`src/rtl/lsu_issue_rx.sv`:
```
// LSU end of the issue channel: accepts one load/store at a time, runs a single
// outstanding data-memory transaction and returns load data, store ack or an exception.
module lsu_issue_rx (
    input  logic        clk,
    input  logic        rst,
    input  logic        m_valid,
    input  logic        m_is_store,
    input  logic [2:0]  m_funct3,
    input  logic [4:0]  m_rd,
    input  logic [31:0] m_pc,
    input  logic [31:0] m_addr_base,
    input  logic [31:0] m_store_data,
    output logic        s_stall_from_lsu,
    input  logic        flush,
    output logic        dmem_req_valid,
    input  logic        dmem_req_ready,
    output logic        dmem_req_we,
    output logic [31:0] dmem_req_addr,
    output logic [3:0]  dmem_req_be,
    output logic [31:0] dmem_req_wdata,
    input  logic        dmem_rsp_valid,
    input  logic        dmem_rsp_err,
    input  logic [31:0] dmem_rsp_rdata,
    output logic        wb_valid,
    output logic        wb_we,
    output logic [4:0]  wb_rd,
    output logic [31:0] wb_data,
    output logic [31:0] wb_pc,
    output logic        exc_valid,
    output logic [3:0]  exc_cause,
    output logic [31:0] exc_tval
);

    typedef enum logic [1:0] {
        ST_IDLE = 2'd0,
        ST_REQ  = 2'd1,
        ST_WAIT = 2'd2,
        ST_DONE = 2'd3
    } state_t;

    // funct3[1:0] selects the access size; 011/110/111 fall into the word bucket.
    function automatic logic is_misaligned(input logic [2:0] f3, input logic [1:0] a);
        logic mis;
        case (f3[1:0])
            2'b00:   mis = 1'b0;
            2'b01:   mis = a[0];
            default: mis = (a != 2'b00);
        endcase
        return mis;
    endfunction

    function automatic logic [3:0] calc_be(input logic [2:0] f3, input logic [1:0] a);
        logic [3:0] be;
        case (f3[1:0])
            2'b00:   be = 4'b0001 << a;
            2'b01:   be = a[1] ? 4'b1100 : 4'b0011;
            default: be = 4'b1111;
        endcase
        return be;
    endfunction

    function automatic logic [31:0] calc_wdata(input logic [2:0] f3, input logic [31:0] d);
        logic [31:0] w;
        case (f3[1:0])
            2'b00:   w = {4{d[7:0]}};
            2'b01:   w = {2{d[15:0]}};
            default: w = d;
        endcase
        return w;
    endfunction

    function automatic logic [31:0] load_ext(input logic [2:0] f3, input logic [1:0] a,
                                             input logic [31:0] word);
        logic [31:0] sh;
        logic [31:0] v;
        sh = word >> {a, 3'b000};
        case (f3[1:0])
            2'b00:   v = f3[2] ? {24'h000000, sh[7:0]} : {{24{sh[7]}}, sh[7:0]};
            2'b01:   v = f3[2] ? {16'h0000, sh[15:0]} : {{16{sh[15]}}, sh[15:0]};
            default: v = word;
        endcase
        return v;
    endfunction

    state_t      r_state;
    state_t      w_next;
    logic        r_stall;
    logic        r_killed;
    logic        r_is_store;
    logic [2:0]  r_funct3;
    logic [4:0]  r_rd;
    logic [31:0] r_pc;
    logic [31:0] r_addr;
    logic [3:0]  r_be;
    logic [31:0] r_wdata;
    logic        r_exc;
    logic [3:0]  r_cause;
    logic [31:0] r_wb_data;

    logic w_accept;
    logic w_misalign;
    logic w_req;
    logic w_done_live;

    assign w_accept   = (r_state == ST_IDLE) && m_valid && !flush;
    assign w_misalign = is_misaligned(m_funct3, m_addr_base[1:0]);

    // Next-state decode.
    always_comb begin
        w_next = r_state;
        case (r_state)
            ST_IDLE: begin
                if (w_accept) begin
                    w_next = w_misalign ? ST_DONE : ST_REQ;
                end else begin
                    w_next = ST_IDLE;
                end
            end
            ST_REQ: begin
                if (dmem_req_ready) begin
                    w_next = ST_WAIT;
                end else if (flush) begin
                    w_next = ST_IDLE;
                end else begin
                    w_next = ST_REQ;
                end
            end
            ST_WAIT: begin
                if (dmem_rsp_valid) begin
                    w_next = ST_DONE;
                end else begin
                    w_next = ST_WAIT;
                end
            end
            ST_DONE: w_next = ST_IDLE;
            default: w_next = ST_IDLE;
        endcase
    end

    // State, stall and kill tracking.
    always_ff @(posedge clk or posedge rst) begin
        if (rst) begin
            r_state  <= ST_IDLE;
            r_stall  <= 1'b0;
            r_killed <= 1'b0;
        end else begin
            r_state <= w_next;
            r_stall <= (w_next != ST_IDLE);
            if (w_accept) begin
                r_killed <= 1'b0;
            end else if (flush && (((r_state == ST_REQ) && dmem_req_ready) || (r_state == ST_WAIT))) begin
                r_killed <= 1'b1;
            end else begin
                r_killed <= r_killed;
            end
        end
    end

    // Operation capture at accept and result capture at response.
    always_ff @(posedge clk or posedge rst) begin
        if (rst) begin
            r_is_store <= 1'b0;
            r_funct3   <= 3'd0;
            r_rd       <= 5'd0;
            r_pc       <= 32'd0;
            r_addr     <= 32'd0;
            r_be       <= 4'd0;
            r_wdata    <= 32'd0;
            r_exc      <= 1'b0;
            r_cause    <= 4'd0;
            r_wb_data  <= 32'd0;
        end else if (w_accept) begin
            r_is_store <= m_is_store;
            r_funct3   <= m_funct3;
            r_rd       <= m_rd;
            r_pc       <= m_pc;
            r_addr     <= m_addr_base;
            r_be       <= calc_be(m_funct3, m_addr_base[1:0]);
            r_wdata    <= calc_wdata(m_funct3, m_store_data);
            r_exc      <= w_misalign;
            r_cause    <= m_is_store ? 4'd6 : 4'd4;
            r_wb_data  <= 32'd0;
        end else if ((r_state == ST_WAIT) && dmem_rsp_valid) begin
            if (dmem_rsp_err) begin
                r_exc     <= 1'b1;
                r_cause   <= r_is_store ? 4'd7 : 4'd5;
                r_wb_data <= 32'd0;
            end else if (!r_is_store) begin
                r_wb_data <= load_ext(r_funct3, r_addr[1:0], dmem_rsp_rdata);
            end else begin
                r_wb_data <= 32'd0;
            end
        end else begin
            r_wb_data <= r_wb_data;
        end
    end

    assign w_req       = (r_state == ST_REQ);
    assign w_done_live = (r_state == ST_DONE) && !r_killed;

    assign s_stall_from_lsu = r_stall;
    assign dmem_req_valid   = w_req;
    assign dmem_req_we      = w_req && r_is_store;
    assign dmem_req_addr    = {r_addr[31:2], 2'b00};
    assign dmem_req_be      = r_be;
    assign dmem_req_wdata   = r_wdata;
    assign wb_valid         = w_done_live;
    assign wb_we            = w_done_live && !r_exc && !r_is_store && (r_rd != 5'd0);
    assign wb_rd            = r_rd;
    assign wb_data          = r_wb_data;
    assign wb_pc            = r_pc;
    assign exc_valid        = w_done_live && r_exc;
    assign exc_cause        = r_cause;
    assign exc_tval         = r_addr;

endmodule
```
`config.mk`:
```
export PLATFORM = sky130hd
export DESIGN_NAME = lsu_issue_rx
export DESIGN_NICKNAME = d
export VERILOG_FILES = /design/src/rtl/lsu_issue_rx.sv
export SDC_FILE = /design/constraint.sdc
export NUM_CORES = 1
export LEC_CHECK = 0
export CORE_MARGIN = 2
export CORE_UTILIZATION = 43
export CTS_BUF_LIST = sky130_fd_sc_hd__clkbuf_8
export CTS_CLUSTER_SIZE = 24
export DETAILED_ROUTE_END_ITERATION = 7
export GPL_ROUTABILITY_DRIVEN = 0
export PLACE_DENSITY = 0.92
export SETUP_SLACK_MARGIN = 0.4
export SYNTH_ARGS = -nofsm -noshare
export SYNTH_HDL_FRONTEND = slang
export SYNTH_SLANG_ARGS = --single-unit
export TNS_END_PERCENT = 100
```
`constraint.sdc`:
```
create_clock -name clk -period 6.2 [get_ports clk]
set_clock_uncertainty 0.1 [all_clocks]
set_input_delay 1.24 -clock clk [delete_from_list [all_inputs] [get_ports clk]]
set_output_delay 1.24 -clock clk [all_outputs]
set_load 0.02 [all_outputs]
```
# Word level (Yosys, flattened, before mapping)
# Index checks and enable logic that the tools add are counted.
# op_classes
n_eq_ne	5
shift	2
mux	27
n_reduce_logical	26
# ops
cell	n
2-to-1 mux 32 bit	6
case mux 32 bit (2 select lines)	2
>> shifter 32 x 5 -> 16 bit	1
2-to-1 mux 4 bit	4
logical AND 1 bit	11
2-to-1 mux 2 bit	5
nonzero test 2 bit	5
case mux 2 bit (4 select lines)	1
case mux 4 bit (2 select lines)	1
2-to-1 mux 1 bit	7
equality test 2 x 1 -> 1 bit (second input constant)	3
zero test 2 bit	3
nonzero test 5 bit	1
equality test 2 bit (second input constant)	2
zero test 1 bit	4
left shift 1 x 2 -> 4 bit (first input constant)	1
case mux 1 bit (2 select lines)	1
AND reduction 2 bit	1
logical OR 1 bit	1
# totals
regBits	150
inputBits	144
out_inout_bits	179

# Longest topological paths before layout
# depth
depth_word	7
depth_mapped	7

# Worst setup path after synthesis
# Ideal clock, no wire load.
# synth_timing
path_type	reg2out
from	register r_state[0]
to	output port wb_we
arrival_ns	1.486
t_required_ns	4.860
path_slack_ns	3.374
stages_incl_launch_ff	3
n_path_buf	0
path_cell_list	dfrtp_1 > and3_1 > nor4b_1
# synth_between
elab_chain_len	5
# synth_rtl
item	line	source
start: declaration	85	state_t r_state;
start signal: assignment	147	r_state <= w_next;
equality test 2 bit	199	assign w_done_live = (r_state == ST_DONE) && !r_killed;
logical AND 1 bit	199	
named net wb_valid	24	output logic wb_valid,
logical AND 1 bit (3 in series)	208	assign wb_we = w_done_live && !r_exc && !r_is_store && (r_rd != 5'd0);
end: declaration	25	output logic wb_we,
# The timed path passes the listed nets, and every way through them passes these cells.

# Final worst setup path
# layout_timing
from	register r_state[1]
to	output port wb_we
# layout_between
elab_chain_len	5
# layout_rtl
item	line
equality test 2 bit	199
logical AND 1 bit	199
logical AND 1 bit (3 in series)	208
# No other way between the ends.

==> impl_metrics.env <==
export IMPL_fmaxAchievable_mhz=281
export IMPL_fp_dieW_um=130
export IMPL_vias=6276
export IMPL_setup_viol=0
export IMPL_timing_final_ws_setup_ps=2650
export IMPL_dieArea_sq_um=17000
export IMPL_min_path_type="reg2reg"
export IMPL_status="complete, no violations"
export IMPL_placed_cell_area_sq_um=9880
export IMPL_crit_type="reg2out"
export IMPL_gr_total_overflow=0
export IMPL_ys_async_sr_fraction_pct=100
export IMPL_power_leakage_nw=4.76
export IMPL_mostFrequentLayoutCells="clkdlybuf4s50_1, nand2_1, dfrtp_1"
export IMPL_drt_wirelength_per_cell_um=17.6
export IMPL_postSynthAreaPerCell_sq_um=9.46
export IMPL_dr_pass1_iters=5
export IMPL_end_kind="primary output"
export IMPL_drt_iter0_drc=419
export IMPL_synth_flop_cell="dfrtp_1"
export IMPL_hpwl_mm=15.5
export IMPL_routed_top_layer="met4"
export IMPL_rsz0062_at_grt="no"
export IMPL_min_from="exc_cause[2]$_DFFE_PP0P_"
export IMPL_cts_buffer_depth=2
export IMPL_tns_ps=0
export IMPL_fin_crit_ps=3550
export IMPL_fin_nets=1134
export IMPL_postCtsHoldBufs=0
export IMPL_grt_total_usage_pct=25.1
export IMPL_post_cts_buffers=0
export IMPL_vias_per_cell=5.15
export IMPL_vdd_drop_max_uv=297
export IMPL_period_share_pct=57.3
export IMPL_grt_pass1_wl_mm=32.7
export IMPL_start_util_pct=43.6
export IMPL_design_area_sq_um=10400
export IMPL_io_pins=323
export IMPL_clock_sinks=149
export IMPL_regToRegSetupSlack_ps=3710
export IMPL_synth_cell_types=52
export IMPL_worstHoldEndpoint="exc_cause[2]$_DFFE_PP0P_"
export IMPL_timing_rr_start="exc_tval[1]$_DFFE_PP0P_"
export IMPL_drcViolationCount=0
export IMPL_required_ps=4860
export IMPL_cts_htree_levels=4
export IMPL_cts_root_buf="clkbuf_8"
export IMPL_placed_cells=1187
export IMPL_yosysWarningCount=0
export IMPL_area_growth_pct=51.4
export IMPL_n_antenna_cell=0
export IMPL_cap_violations=0
export IMPL_rr_worst_depth=4
export IMPL_die_h_um=130
export IMPL_syn_inst=724
export IMPL_ctsResizeCount=0
export IMPL_cp_start_kind="flop"
export IMPL_cts_tree="done"
export IMPL_seq_area_frac_synth_pct=54.4
export IMPL_port_buffers=319
export IMPL_tightest_slew_ps=1080
export IMPL_wirelength_mm=21.5
export IMPL_synth_seq_cells=149
export IMPL_synth_edf_count=0
export IMPL_clkTransAtPathRegs_ps=80
export IMPL_finalHoldViolCount=0
export IMPL_powerDensity_nw_per_um2=526
export IMPL_ant_nets=0
export IMPL_antenna_found_initial=0
export IMPL_fin_cells=1219
export IMPL_grt_max_degree=112
export IMPL_drive_gt1_share_pct=5.68
export IMPL_cp_arrival_ps=2210
export IMPL_core_area_sq_um=15700
export IMPL_grt_pass1_vias=6209
export IMPL_rows=46
export IMPL_clock_latency_ps=450
export IMPL_r2r_end="wb_data[22]$_DFFE_PP0P_"
export IMPL_layout_cells_most_common="clkdlybuf4s50_1"
export IMPL_syn_cell_area_sq_um=6850
export IMPL_holdPathStages=1
export IMPL_wl_met2_mm=10.8
export IMPL_worst_path_max_fanout=9
export IMPL_wl_met1_mm=8.50
export IMPL_wl_met3_mm=1.68
export IMPL_dp_slack_ps=2500
export IMPL_drv_slew=0
export IMPL_numCtsBuffers=17
export IMPL_slew_headroom_pct=28.2
-- power by group --
group | switching [mW] | internal, mW | total (mW)
Clock | 0.379 | 0.540 | 0.920
Sequential | 0.378 | 1.42 | 1.80
Combinational | 1.44 | 1.29 | 2.74
-- layout make-up --
class,count,area (sq um)
clock buffer,19,262
clock inverter,13,226
timing repair buffer,324,3230
tap,216,270
sequential,149,3730
fill,1218,5340
inverter,8,35.0
multi-input combinational,490,2620
-- worst max path at each step --
stage,cells after the start,endpoint,slack [ps],start
detailed placement,5,s_stall_from_lsu$_DFF_PP0_,2500,m_funct3[0]
global placement,5,s_stall_from_lsu$_DFF_PP0_,2530,m_funct3[0]
floorplan,1,dmem_req_be[0]$_DFFE_PP0P_,850,rst
CTS,3,wb_we,2580,r_state[1]$_DFF_PP0_
finish,3,wb_we,2650,r_state[1]$_DFF_PP0_
global route,3,wb_we,2490,r_state[1]$_DFF_PP0_
-- Yosys cell counts, types with 8 or more instances --
| master | count | area [sq um] |
|---|---|---|
| o22ai_1 | 12 | 75.1 |
| mux2i_1 | 25 | 250 |
| inv_1 | 8 | 30.0 |
| a22o_1 | 12 | 105 |
| o21ai_0 | 32 | 160 |
| nand2_1 | 280 | 1050 |
| a21oi_1 | 16 | 80.1 |
| buf_2 | 21 | 105 |
| nor2_1 | 25 | 93.8 |
| dfrtp_1 | 149 | 3730 |
| buf_4 | 34 | 255 |
| a221o_1 | 18 | 180 |
| clkbuf_1 | 18 | 67.6 |
-- worst max-delay path: stages (launching register included) --
cell and delay [ps]:
dfrtp_1 520, and3_1 290, nor4b_1 250, clkdlybuf4s50_1 700
-- cells by family after synthesis --
group	count (synthesis)	share of synthesized area [%]
AO/OA/AOI/OAI	118	12.5
flip-flops	149	54.4
multiplexers	35	5.57
other	1	0.0547
AND/OR/NAND/NOR	334	19.7
buffers and inverters	87	7.67
-- routing by layer --
metal | GRT usage [%] | up-vias
met5 | 0 | -
met4 | 9.30 | 0
met2 | 42.4 | 291
met3 | 7.05 | 42
li1 | - | 2903
met1 | 30.6 | 3040
-- state kept, by name, summed over array words and instances, names as in the netlist, 3 cells and up --
register        count
exc_cause           3
dmem_req_be         4
dmem_req_wdata     32
wb_rd               5
r_funct3            3
wb_data            32
exc_tval           32
wb_pc              32
-- through the flow --
step	hold slack (ps)	util [%]	power, mW
after global routing	387	66.0	5.76
final	370	66.0	5.45
after global placement	355	62.9	4.45
after CTS	373	66.0	5.49
after detailed placement	354	62.9	4.55
after floorplan	375	-	3.28
Note: power is estimated with default switching activity, not from simulation.
